### config.mk
export PLATFORM = sky130hd
export DESIGN_NAME = piso_shifter
export DESIGN_NICKNAME = d
export VERILOG_FILES = /design/src/rtl/piso_shifter.sv
export SDC_FILE = /design/constraint.sdc
export NUM_CORES = 1
export LEC_CHECK = 0
export BUFFER_PORTS_ARGS = -buffer_cell sky130_fd_sc_hd__buf_4
export CAP_MARGIN = 10
export CELL_PAD_IN_SITES_DETAIL_PLACEMENT = 1
export CELL_PAD_IN_SITES_GLOBAL_PLACEMENT = 1
export CORE_MARGIN = 5
export CORE_UTILIZATION = 27
export CTS_BUF_LIST = sky130_fd_sc_hd__clkbuf_2 sky130_fd_sc_hd__clkbuf_4 sky130_fd_sc_hd__clkbuf_8
export CTS_CLUSTER_SIZE = 30
export DETAILED_ROUTE_END_ITERATION = 12
export PLACE_DENSITY_LB_ADDON = 0.1
export SYNTH_ARGS = -nofsm -noshare
export SYNTH_HDL_FRONTEND = slang
export SYNTH_SLANG_ARGS = --single-unit
### constraint.sdc
create_clock -name C -period 2.15 [get_ports C]
set_input_delay 0.1075 -clock C [delete_from_list [all_inputs] [get_ports C]]
set_output_delay 0.1075 -clock C [all_outputs]
set_load 0.02 [all_outputs]
### src/rtl/piso_shifter.sv
// Parallel-in/serial-out stage: accepts a word on L & RDY and shifts it out one
// bit per enabled clock, with a serial-valid qualifier and an end-of-word pulse.
module piso_shifter #(
  parameter int N         = 8,
  parameter bit MSB_FIRST = 1'b1
) (
  input  logic         C,
  input  logic         R,
  input  logic [N-1:0] D,
  input  logic         L,
  output logic         RDY,
  input  logic         EN,
  output logic         SO,
  output logic         SV,
  output logic         DONE
);

  localparam int CW = $clog2(N);
  localparam logic [CW-1:0] LAST = CW'(N - 1);

  typedef enum logic {IDLE, SHIFT} state_t;

  state_t        state, state_nx;
  logic [N-1:0]  sr, sr_nx, sr_shifted;
  logic [CW-1:0] cnt, cnt_nx;
  logic          done_q, done_nx;
  logic          armed;
  logic          last_bit;
  logic          load;

  // armed keeps RDY low until the first clock edge after reset is released
  always_ff @(posedge C or posedge R) begin
    if (R) armed <= 1'b0;
    else   armed <= 1'b1;
  end

  assign last_bit   = (state == SHIFT) && (cnt == LAST) && EN;
  assign RDY        = armed && ((state == IDLE) || last_bit);
  assign load       = L && RDY;
  assign sr_shifted = MSB_FIRST ? {sr[N-2:0], 1'b0} : {1'b0, sr[N-1:1]};

  always_comb begin
    state_nx = state;
    sr_nx    = sr;
    cnt_nx   = cnt;
    done_nx  = 1'b0;
    case (state)
      IDLE: begin
        if (load) begin
          sr_nx    = D;
          cnt_nx   = '0;
          state_nx = SHIFT;
        end
      end
      SHIFT: begin
        if (EN) begin
          sr_nx  = sr_shifted;
          cnt_nx = cnt + CW'(1);
          if (cnt == LAST) begin
            done_nx = 1'b1;
            // a load on the last-bit edge keeps the stream gapless
            if (load) begin
              sr_nx  = D;
              cnt_nx = '0;
            end else begin
              cnt_nx   = '0;
              state_nx = IDLE;
            end
          end
        end
      end
      default: state_nx = IDLE;
    endcase
  end

  always_ff @(posedge C or posedge R) begin
    if (R) begin
      state  <= IDLE;
      sr     <= '0;
      cnt    <= '0;
      done_q <= 1'b0;
    end else begin
      state  <= state_nx;
      sr     <= sr_nx;
      cnt    <= cnt_nx;
      done_q <= done_nx;
    end
  end

  assign SV   = (state == SHIFT);
  assign SO   = (state == SHIFT) && (MSB_FIRST ? sr[N-1] : sr[0]);
  assign DONE = done_q;

endmodule

==> metrics <==
row count 18; FILL cells 300; Worst path slowest cell dfrtp_1; relative slew slack 62.9%; largest net degree at the start of global routing 16; hpwl dp 1260 um; status complete, no violations; Hold WC Path Type in -> reg; maxcap violations 0; CTS max path bufs 2; CTS root buffer clkbuf_4; ANT cells 0; Worst Path Buf+Inv 1; placer congestion estimate 0.695; Max Fanout on Critical Path 5; area of the multi-input gates 294 um2; Req. time, crit path 2.04 ns; critical path depth 5; setup TNS 0 ns; largest vdd supply drop 397 uV; Top cell by count, worst path ha_1; Mean Syn Cell Area 9.85 um2; DRC 0; Top delay family on crit path adder cells; Worst Path Arrival 1.46 ns; Seq/Total Area, Yosys 50.8%; CTS resizes 0; synthesized cell area 689 um2; initial antenna violation count 0; dominant cell type by area after synthesis dfrtp_1; post-route ant nets 0; H-tree Lvls 1; fmax 637 MHz; Routed Wire Length 1740 um; Net Count, Synth 84; flops & latches, synth 14; most frequent cells in the layout 17 x buf_4, 14 x dfrtp_1; Hold Buf Count CTS 1; Setup crit start kind flip-flop; met1 GRT Util 15.4%; post-synth top area share 50.8%; Max Slew Vio Count 0; critical path's largest stage delay 0.40 ns; Netlist cell types 24; drt initial violations 22; Clock transition at path regs 0.09 ns; CP Cell Sequence ha_1 > ha_1 > nand2_1 > a21boi_0 > buf_4; Setup Viol. Count Final 0; Core Box Area 2450 um2; Core Util, Final 35.3%; cts bufs inserted 3; Mapped Cells 70; Most Used Layer, Global Route met1; io pins 16; vias in the first global route 592; Buffers on Ports 15; CTS tree yes; final period utilization 73.1%; Die H 60.5 um; Register Area 350 um2; Die X 60.5 um; first-pass GRT wire length 2870 um; drt wl/cell 14.8 um; met3 Use GR 3.19%; GRT Residual Overflow 0; Initial Util 28.1%; layout cell share with drive strength beyond 1 24.1%; FF-to-FF path depth 3; gr usage total 10.6%; met2 usage 15.3%; Pwr Density 1180 nW/um2; Synth area leaders dfrtp_1 51%, a31oi_1 6.4%, nand3_1 5.1%; hold path depth 2; die area 3660 um2; worst clock skew 0.00316 ns; clock sink count 14; Worst-Skew Late Latency 0.27 ns; most common cell after layout, fill and taps aside buf_4; Total Nets Final 102; Hold Fails Final Rpt 0; P&R area growth vs syn 25.8%; worst setup path category reg -> out; drt pass-1 iters 4; P_leak 0.401 nW; Ys Warns 0; min Tclk post-route 1.57 ns; Setup Buffers After CTS 0; Vias 588; Worst setup EP type primary output; Least-Margin Pin Slew 0.556 ns; Vias/cell 5.03; RSZ-0062 raised after global routing false
[layer usage]
layer	vias to the layer above	part of all wire, %
li1	290	-
met1	285	51
met2	11	43
met3	2	4.8
met4	0	0.86
met5	-	0
[final timing paths]
kind | from | to | slack [ns]
max | cnt[0]$_DFFE_PP0P_ | RDY | 0.58
min | L | SV$_DFF_PP0_ | 0.09
max reg2reg | SV$_DFF_PP0_ | sr[5]$_DFFE_PP0P_ | 0.61
min reg2reg | cnt[1]$_DFFE_PP0P_ | cnt[1]$_DFFE_PP0P_ | 0.51
max in group asynchronous | R | sr[0]$_DFFE_PP0P_ | 1.35
min in group asynchronous | R | sr[6]$_DFFE_PP0P_ | 0.44
[power breakdown]
group	total, mW	switching (mW)	internal [mW]
sequential	0.445	0.0780	0.367
combinational	0.387	0.197	0.190
clock	0.190	0.0874	0.103
total	1.02	0.363	0.660
[cells in the mapped netlist]
cell / instances
nand2_1: 1
inv_1: 3
a31oi_1: 7
o221ai_1: 1
nand3_1: 7
o22a_1: 1
and4_1: 1
nor3_1: 7
conb_1: 1
and2_1: 2
nor2_1: 2
buf_1: 1
o21ai_1: 1
o21ai_0: 7
nand4_1: 1
or2_1: 1
dfrtp_1: 14
clkbuf_1: 2
and3b_1: 1
and3_1: 1
a21boi_0: 1
ha_1: 2
a22o_1: 3
buf_6: 2
[cell type report]
cell class / count / share of cell area, %
clock buffer: 4 / 4.18
inverter: 3 / 1.30
multi-input combinational: 48 / 33.9
sequential: 14 / 40.4
tap: 30 / 4.33
timing repair buffer: 18 / 15.9
[per-stage QoR]
| stage | hold slack (ns) | instance area [um2] | total power, mW | instances | worst slack, ns |
|---|---|---|---|---|---|
| finish | 0.0920 | 867 | 1.02 | 117 | 0.579 |
| global route | 0.0719 | 867 | 1.11 | 117 | 0.429 |
| CTS | 0.0806 | 867 | 1.04 | 117 | 0.555 |
| detailed placement | 0.200 | 821 | 0.845 | 112 | 0.589 |
| global placement | 0.203 | 821 | 0.836 | 112 | 0.587 |
| floorplan | -0.00328 | 689 | 0.720 | 70 | 0.727 |
[registers in the layout (all words and copies together) (netlist names)]
name / cells
cnt: 3
SV: 1
sr: 8
armed: 1
DONE: 1
[cell families (layout without fill, tap and decap cells)]
logic type                 Yosys count  in the layout  share of synthesized area, %
DFF                                 14             14                          50.8
other                                1              1                         0.544
buffers and inverters                8             25                          6.53
adders and majority gates            2              2                          3.63
AOI/OAI and AO/OA                   21             21                          19.6
and+or+nand+nor                     24             24                          18.9
No activity file was read; power rests on OpenSTA's default activity.
